===== config.mk =====
export PLATFORM = sky130hd
export DESIGN_NAME = rat_dual_dispatch
export DESIGN_NICKNAME = d
export VERILOG_FILES = /design/src/rtl/rat_dual_dispatch.sv
export SDC_FILE = /design/constraint.sdc
export NUM_CORES = 1
export LEC_CHECK = 0
export ABC_AREA = 1
export BUFFER_PORTS_ARGS = -buffer_cell sky130_fd_sc_hd__buf_4
export CORE_ASPECT_RATIO = 0.75
export CORE_UTILIZATION = 35
export CTS_CLUSTER_DIAMETER = 100
export CTS_CLUSTER_SIZE = 8
export DETAILED_ROUTE_END_ITERATION = 12
export SLEW_MARGIN = 20
export SYNTH_ARGS = -nofsm -noshare
export SYNTH_HDL_FRONTEND = slang
export SYNTH_SLANG_ARGS = --single-unit

===== constraint.sdc =====
create_clock -name clk -period 2.9 [get_ports clk]
set_input_delay 0.145 -clock clk [delete_from_list [all_inputs] [get_ports clk]]
set_output_delay 0.145 -clock clk [all_outputs]
set_load 0.02 [all_outputs]

===== src/rtl/rat_dual_dispatch.sv =====
// rat_dual_dispatch: Register Alias Table and dual-issue dispatch stage.
// This block renames two instructions per cycle (A is older than B) onto the
// ROB tags next_available and next_available+1, and it drives the ROB
// allocate interface. It tracks ROB occupancy and snoops the commit bus so
// that architectural registers return to the committed state.
//
// Ports
//   clk, reset                 clock (rising edge), asynchronous active-high reset
//   iq_valid / iq_ready        instruction-pair handshake
//   iq_mul_*, iq_rd_*,         opcode (1 = MUL) and architectural register fields
//   iq_rs1_*, iq_rs2_*         of instructions A and B
//   next_available             ROB tail tag
//   ROB_bus_trigger/_tag       commit strobe and committing tag
//   RAT_new_instr              allocate strobe to the ROB
//   new_mul_*, rd_*            opcode and destination passthrough
//   src{1,2}{a,b}[_valid]      renamed sources: {tag, 0} if pending, {arch, 1} if committed
//   rob_count                  in-flight ROB entries, 0..ROB_DEPTH
//   tail_err                   sticky flag: shadow tail disagreed with next_available
//   stall_cnt                  (only with RAT_STALL_STATS_EN) saturating stall-cycle count
//
// Build option: define RAT_STALL_STATS_EN to add the stall_cnt output and counter.

module rat_dual_dispatch #(
    parameter int unsigned NUM_ARCH  = 8,
    parameter int unsigned ROB_DEPTH = 8
) (
    input  logic                           clk,
    input  logic                           reset,
    input  logic                           iq_valid,
    output logic                           iq_ready,
    input  logic                           iq_mul_a,
    input  logic                           iq_mul_b,
    input  logic [$clog2(NUM_ARCH)-1:0]    iq_rd_a,
    input  logic [$clog2(NUM_ARCH)-1:0]    iq_rd_b,
    input  logic [$clog2(NUM_ARCH)-1:0]    iq_rs1_a,
    input  logic [$clog2(NUM_ARCH)-1:0]    iq_rs2_a,
    input  logic [$clog2(NUM_ARCH)-1:0]    iq_rs1_b,
    input  logic [$clog2(NUM_ARCH)-1:0]    iq_rs2_b,
    input  logic [$clog2(ROB_DEPTH)-1:0]   next_available,
    input  logic                           ROB_bus_trigger,
    input  logic [$clog2(ROB_DEPTH)-1:0]   ROB_bus_tag,
    output logic                           RAT_new_instr,
    output logic                           new_mul_a,
    output logic                           new_mul_b,
    output logic [$clog2(NUM_ARCH)-1:0]    rd_a,
    output logic [$clog2(NUM_ARCH)-1:0]    rd_b,
    output logic [$clog2(ROB_DEPTH)-1:0]   src1a,
    output logic [$clog2(ROB_DEPTH)-1:0]   src2a,
    output logic [$clog2(ROB_DEPTH)-1:0]   src1b,
    output logic [$clog2(ROB_DEPTH)-1:0]   src2b,
    output logic                           src1a_valid,
    output logic                           src2a_valid,
    output logic                           src1b_valid,
    output logic                           src2b_valid,
    output logic [$clog2(ROB_DEPTH):0]     rob_count,
`ifdef RAT_STALL_STATS_EN
    output logic [15:0]                    stall_cnt,
`endif
    output logic                           tail_err
);

    localparam int unsigned AW = $clog2(NUM_ARCH);
    localparam int unsigned TW = $clog2(ROB_DEPTH);
    localparam int unsigned CW = TW + 1;

    logic [NUM_ARCH-1:0]         map_valid_q, map_valid_d;
    logic [NUM_ARCH-1:0][TW-1:0] map_tag_q, map_tag_d;
    logic [CW-1:0]               rob_count_q, rob_count_d;
    logic [TW-1:0]               shadow_q, shadow_d;
    logic                        tail_err_q, tail_err_d;
    logic                        dispatch;
    logic                        commit_dec;
    logic [TW-1:0]               tag_b;

    // Look up one architectural source in the registered table. The commit of
    // the current cycle is deliberately not bypassed: the ROB broadcast wakes
    // the consumer instead.
    function automatic logic [TW:0] lookup(input logic [AW-1:0] r);
        return map_valid_q[r] ? {1'b1, TW'(r)} : {1'b0, map_tag_q[r]};
    endfunction

    // B reads A's destination from A itself, never from the stale table entry.
    function automatic logic [TW:0] lookup_b(input logic [AW-1:0] r);
        return (r == iq_rd_a) ? {1'b0, next_available} : lookup(r);
    endfunction

    assign iq_ready      = (rob_count_q <= CW'(ROB_DEPTH - 2));
    assign dispatch      = iq_valid && iq_ready && !reset;
    assign RAT_new_instr = dispatch;
    assign new_mul_a     = iq_mul_a;
    assign new_mul_b     = iq_mul_b;
    assign rd_a          = iq_rd_a;
    assign rd_b          = iq_rd_b;
    assign rob_count     = rob_count_q;
    assign tail_err      = tail_err_q;
    assign tag_b         = next_available + TW'(1);
    assign commit_dec    = ROB_bus_trigger && (rob_count_q != '0);

    assign {src1a_valid, src1a} = lookup(iq_rs1_a);
    assign {src2a_valid, src2a} = lookup(iq_rs2_a);
    assign {src1b_valid, src1b} = lookup_b(iq_rs1_b);
    assign {src2b_valid, src2b} = lookup_b(iq_rs2_b);

    always_comb begin
        map_valid_d = map_valid_q;
        map_tag_d   = map_tag_q;
        if (ROB_bus_trigger) begin
            for (int unsigned r = 0; r < NUM_ARCH; r++) begin
                if (!map_valid_q[r] && (map_tag_q[r] == ROB_bus_tag)) begin
                    map_valid_d[r] = 1'b1;
                end
            end
        end
        // Dispatch writes come after the commit sweep so they override it;
        // B is written last so it wins when rd_a == rd_b.
        if (dispatch) begin
            map_valid_d[iq_rd_a] = 1'b0;
            map_tag_d[iq_rd_a]   = next_available;
            map_valid_d[iq_rd_b] = 1'b0;
            map_tag_d[iq_rd_b]   = tag_b;
        end
    end

    always_comb begin
        rob_count_d = rob_count_q + (dispatch ? CW'(2) : '0) - CW'(commit_dec);
        shadow_d    = dispatch ? shadow_q + TW'(2) : shadow_q;
        tail_err_d  = tail_err_q | (dispatch && (shadow_q != next_available));
    end

    always_ff @(posedge clk or posedge reset) begin
        if (reset) begin
            map_valid_q <= '1;
            map_tag_q   <= '0;
            rob_count_q <= '0;
            shadow_q    <= '0;
            tail_err_q  <= 1'b0;
        end else begin
            map_valid_q <= map_valid_d;
            map_tag_q   <= map_tag_d;
            rob_count_q <= rob_count_d;
            shadow_q    <= shadow_d;
            tail_err_q  <= tail_err_d;
        end
    end

`ifdef RAT_STALL_STATS_EN
    logic [15:0] stall_cnt_q, stall_cnt_d;

    always_comb begin
        stall_cnt_d = stall_cnt_q;
        if (iq_valid && !iq_ready && (stall_cnt_q != '1)) begin
            stall_cnt_d = stall_cnt_q + 16'd1;
        end
    end

    always_ff @(posedge clk or posedge reset) begin
        if (reset) begin
            stall_cnt_q <= '0;
        end else begin
            stall_cnt_q <= stall_cnt_d;
        end
    end

    assign stall_cnt = stall_cnt_q;
`endif

endmodule


== After elaboration in Yosys (flattened, before gate mapping) ==
Cells that the tools add are included.

* Output and inout bits: 31
* Bits of input ports: 30
* Flip-flop bits (word level): 40
* Word-level logic and storage cells: 108

* Reductions and logical operators: 24
* Add/subtract/negate cells: 4
* Equal/unequal tests: 11
* Bitwise logic cells: 5
* Muxes and demuxes: 43
* $lt $le $gt $ge: 9

{| class="wikitable"
|+ Operators by type and width
! kind !! number
|-
| $bwmux 24 || 2
|-
| $bmux 3 s3 || 4
|-
| $eq 3x3->1 || 10
|-
| $lt 3x4->1 const B || 6
|-
| $mux 4 || 6
|-
| $demux 3 s3 || 2
|-
| $mux 3 || 6
|-
| $and 8x8->8 || 2
|-
| $mux 8 || 2
|-
| $not 8->8 || 2
|-
| $logic_and 1x1->1 || 14
|-
| $mux 1 || 14
|-
| $bmux 1 s3 || 4
|-
| $logic_not 1->1 || 9
|-
| $demux 1 s3 || 2
|-
| $ge 3x1->1 const B || 2
|-
| $add 4x2->4 || 1
|-
| $le 4x3->1 const B || 1
|-
| $reduce_bool 4->1 || 1
|-
| $sub 4x1->4 || 1
|-
| $add 3x1->3 const B || 1
|-
| $add 3x2->3 const B || 1
|-
| $ne 3x3->1 || 1
|-
| $mux 2 || 1
|-
| $or 1x1->1 || 1
|}

== Longest topological paths before layout ==
* Depth in word-level cells: 8
* Mapped depth: 13
* Mapped depth without buffers: 12

== Worst setup path after synthesis ==
Ideal clock, no wire load.

* Path type: register to register
* Start point: reg rob_count_q[3] (netlist: rob_count[3])
* End point: reg rob_count_q[3] (netlist: rob_count[3])
* Library setup time: 0.122 ns
* Setup slack: 0.304 ns
* Clock period less this slack: 2.596 ns
* Arrival time: 2.474 ns
* Stages on the path, launching flop included: 14
* Buffers on the path: 1
* Required time: 2.778 ns
* Cell sequence: dfrtp_1 -> inv_1 -> ha_1 -> nand2_1 -> nor2_1 -> a21oi_2 -> nand2_2 -> buf_6 -> ha_1 -> inv_1 -> ha_1 -> inv_1 -> fa_1 -> xor2_1

* Cells in the longest elaborated chain, start to end: 6
* Elaborated cells on any way between the ends: 8
* Classes of those cells: add/sub: 2; order compare: 1; mux: 1; reduce/logical: 4

{| class="wikitable"
|+ RTL lines
! element !! RTL line !! RTL
|-
| from (decl) || 68 || <nowiki>logic [CW-1:0] rob_count_q, rob_count_d;</nowiki>
|-
| from (signal assigned) || 140 || <nowiki>rob_count_q <= rob_count_d;</nowiki>
|-
| $le 4x3->1 || 87 || <nowiki>assign iq_ready = (rob_count_q <= CW'(ROB_DEPTH - 2));</nowiki>
|-
| named net iq_ready || 30 || <nowiki>output logic iq_ready,</nowiki>
|-
| $logic_and 1x1->1 (2 in series) || 88 || <nowiki>assign dispatch = iq_valid && iq_ready && !reset;</nowiki>
|-
| $mux 2 || 125 || <nowiki>rob_count_d = rob_count_q + (dispatch ? CW'(2) : '0) - CW'(commit_dec);</nowiki>
|-
| $add 4x2->4 || 125 ||
|-
| $sub 4x1->4 || 125 ||
|-
| named net rob_count_d[3] || 68 ||
|}

The timed path passes the listed nets, and every way through them passes these cells.
A chain may end at the register's enable or synchronous reset.

== Worst setup path after layout ==
* Start point: reg rob_count_q[2] (netlist: rob_count[2])
* End point: reg rob_count_q[3] (netlist: rob_count[3])

* Cells in the longest elaborated chain, start to end: 6
* Elaborated cells on any way between the ends: 8
* Classes of those cells: add/sub: 2; order compare: 1; mux: 1; reduce/logical: 4

{| class="wikitable"
|+ RTL lines
! element !! RTL line
|-
| $le 4x3->1 || 87
|-
| $logic_and 1x1->1 (2 in series) || 88
|-
| $mux 2 || 125
|-
| $add 4x2->4 || 125
|-
| $sub 4x1->4 * || 125
|-
| named net rob_count_d[3] || 68
|}

The timed path passes the listed nets; every way through them passes the cells marked *.

==> flow_summary.rst <==
.. list-table::
   :header-rows: 1

   * - Metric
     - Value
   * - Status
     - complete, no violations
   * - Number of library cell types mapped by synthesis
     - 30
   * - Reported leakage power
     - 2.14 nW
   * - Most common cell after layout, fill and taps aside
     - sky130_fd_sc_hd__nand2_1
   * - Final Cycle Share
     - 0.750
   * - TritonCTS clock tree
     - built
   * - Final GP Congestion
     - 0.919
   * - Global-route wire length before repair
     - 20.3 mm
   * - Worst slack on hold paths
     - 128 ps
   * - Post-CTS setup buffers
     - 0
   * - Post-layout nets
     - 683
   * - Die Footprint
     - 11,400 sq um
   * - Wire length reported by the detailed router
     - 12.6 mm
   * - Post-synthesis async set-or-reset flop share
     - 1.00
   * - Final standard cell utilization of the core
     - 0.423
   * - Yosys top cell area share
     - 0.202
   * - Data required time of the worst path
     - 3070 ps
   * - Detailed-route via count
     - 4,158
   * - Initial antenna violation count
     - 0
   * - Clock slew at the register clock pins of the worst setup and hold paths
     - 60 ps
   * - Setup Viol. Count Final
     - 0
   * - Number of sinks on the clock net
     - 39
   * - Worst setup timing slack at the placement stage
     - 710 ps
   * - Worst-Skew Late Latency
     - 280 ps
   * - Share of cells above drive strength 1
     - 0.133
   * - Top Ports
     - 61
   * - Critical Path AT
     - 2340 ps
   * - Detailed Routing Iterations Pass 1
     - 5
   * - Critical setup path kind
     - flip-flop to flip-flop
   * - Worst hold-check path type
     - primary input to flip-flop
   * - Core Box Area
     - 10,500 sq um
   * - Worst Setup Slack, final
     - 726 ps
   * - Clk root buf
     - sky130_fd_sc_hd__clkbuf_16
   * - Rel. slew slack
     - 0.517
   * - Worst IR Drop VDD
     - 0.000352 V
   * - Die height
     - 92.7 microns
   * - Actual slew at the worst max-slew pin
     - 720 ps
   * - Post-synthesis to final-layout area growth
     - 15.2%
   * - Detail Route Antenna Nets
     - 0
   * - Number of global-route vias before repair
     - 3,750
   * - Die width
     - 123 microns
   * - Dpl hpwl
     - 9.59 mm
   * - Leading cell types in the layout, fill and taps excluded
     - sky130_fd_sc_hd__nand2_1 (199), sky130_fd_sc_hd__inv_1 (77), sky130_fd_sc_hd__buf_4 (58)
   * - Iter 0 DRT Violations
     - 447
   * - Tot GR Track Use
     - 0.233
   * - Largest net degree at the start of global routing
     - 31
   * - Number of buffers between clock root and the deepest sink
     - 2
   * - Minimum clock period
     - 2170 ps
   * - Drt drc
     - 0
   * - Number of buffers inserted by port buffering
     - 56
   * - Mean number of vias per cell
     - 5.31
   * - Area after detailed placement
     - 4240 sq um
   * - Largest area contributor in the synthesized netlist
     - sky130_fd_sc_hd__dfrtp_1
   * - Mapped Area
     - 3840 sq um
   * - Highest net fanout along the worst path
     - 4
   * - H-tree depth reported by CTS
     - 2
   * - Row count
     - 32
   * - Routed len/inst
     - 16.0 microns
   * - Syn nets
     - 650
   * - Finished layout cell area
     - 4420 sq um
   * - Remaining Overflow, GRT
     - 0
   * - Number of hold-repair buffers added at the cts stage
     - 1
   * - Mean Syn Cell Area
     - 6.26 sq um
   * - Number of storage elements in the synthesis netlist
     - 39
   * - Sort of element at the start of the critical path
     - flip-flop
   * - Total CTS buffers
     - 5
   * - Top cells by area in the synthesized netlist
     - sky130_fd_sc_hd__dfrtp_1 (20%), sky130_fd_sc_hd__nand2_1 (19%), sky130_fd_sc_hd__inv_1 (7.5%), sky130_fd_sc_hd__nand3_1 (6.8%), sky130_fd_sc_hd__o21ai_0 (6.4%)
   * - Sequential element share of the synthesized area
     - 0.257
   * - Final total negative setup slack
     - 0 ps
   * - Unrepaired setup endpoints after global routing
     - false
   * - Number of synthesized flops with an enable pin
     - 0
   * - Max-slew violation count
     - 0
   * - # resized after CTS
     - 0
   * - Total power per unit cell area
     - 818 nW/um^2
   * - Max-cap viol count
     - 0
   * - Yosys warning count
     - 0
   * - Main flop type after synthesis
     - sky130_fd_sc_hd__dfrtp_1
   * - Sort of element at the end of the critical path
     - flip-flop
   * - Diode insertion count for antenna repair
     - 0
   * - Starting utilization of the core area
     - 0.367
   * - Fmax
     - 0.460 GHz
   * - Post-synthesis cell count
     - 613
   * - Clock skew after layout
     - 5.22 ps
   * - Final Hold Vio Count
     - 0
   * - Fill cell count
     - 1,110
-- where the power goes --
group / leakage, nW / internal, mW / switching, mW / total, mW
clock network: 0.0838 / 0.406 / 0.228 / 0.634
logic: 1.60 / 0.660 / 1.13 / 1.79
registers: 0.464 / 0.838 / 0.354 / 1.19
-- metrics by stage --
stage / cells / total power [mW]
floorplan: 613 / 2.29
global placement: 774 / 2.93
detailed placement: 774 / 2.97
CTS: 783 / 3.61
global route: 783 / 3.90
finish: 783 / 3.62
-- cell usage after synthesis, types with 8 or more instances --
master / n
sky130_fd_sc_hd__xnor2_1: 14
sky130_fd_sc_hd__buf_4: 14
sky130_fd_sc_hd__inv_1: 77
sky130_fd_sc_hd__nor2_1: 13
sky130_fd_sc_hd__o21ai_0: 49
sky130_fd_sc_hd__xor2_1: 13
sky130_fd_sc_hd__o22ai_1: 20
sky130_fd_sc_hd__dfrtp_1: 31
sky130_fd_sc_hd__nand2_1: 199
sky130_fd_sc_hd__nand3_1: 52
sky130_fd_sc_hd__buf_2: 14
sky130_fd_sc_hd__o211ai_1: 10
sky130_fd_sc_hd__a21oi_1: 46
sky130_fd_sc_hd__dfstp_2: 8
-- worst max-delay path, cell delays in order (launching register included) --
cell,delay [ps]
sky130_fd_sc_hd__dfrtp_1,430
sky130_fd_sc_hd__ha_1,230
sky130_fd_sc_hd__nand2_1,100
sky130_fd_sc_hd__nor2_1,60
sky130_fd_sc_hd__a21oi_2,130
sky130_fd_sc_hd__nand2_2,70
sky130_fd_sc_hd__ha_1,280
sky130_fd_sc_hd__inv_1,50
sky130_fd_sc_hd__ha_1,130
sky130_fd_sc_hd__inv_1,40
sky130_fd_sc_hd__fa_1,370
sky130_fd_sc_hd__xor2_1,160
-- state kept, by name (all words and copies together) (netlist names) --
name / cells
tail_err: 1
map_tag_q: 24
map_valid_q: 8
rob_count: 4
shadow_q: 2
-- per-layer routing --
metal / routed length [microns] / global-route usage
met4: 223 / 0.0549
met2: 5090 / 0.338
met5: 0 / 0
met3: 857 / 0.0203
met1: 6390 / 0.363
-- kinds of logic (layout without fill, tap and decap cells) --
kind of cell / count (synthesis) / after routing / share of synthesized area
AOI/OAI and AO/OA: 149 / 149 / 0.232
xor gates and xnor gates: 27 / 27 / 0.0616
adders and majority gates: 7 / 7 / 0.0248
buffers and inverters: 116 / 150 / 0.134
DFF: 39 / 39 / 0.257
and+or+nand+nor: 275 / 275 / 0.291
-- path summary, 6_finish.rpt --
check / start / endpoint / slack, ps / cells past startpoint
max in group asynchronous: reset / map_valid_q[0] / 1680 / 4
setup reg to reg: rob_count[2] / rob_count[3] / 730 / 11
hold / removal: ROB_bus_tag[1] / map_valid_q[7] / 130 / 4
setup / recovery: rob_count[2] / rob_count[3] / 730 / 11
hold reg to reg: tail_err / tail_err / 470 / 1
min in group asynchronous: reset / shadow_q[1] / 430 / 3
-- final cells by class --
class | count | area, sq um | area share
Inverter | 83 | 312 | 0.0705
Timing Repair Buffer | 59 | 445 | 0.101
Clock buffer | 5 | 125 | 0.0283
Sequential cell | 39 | 986 | 0.223
Clock inverter | 3 | 43.8 | 0.00991
Multi-Input combinational cell | 458 | 2340 | 0.529
Tap cell | 136 | 170 | 0.0385
Power figures use the tool's default switching activity.
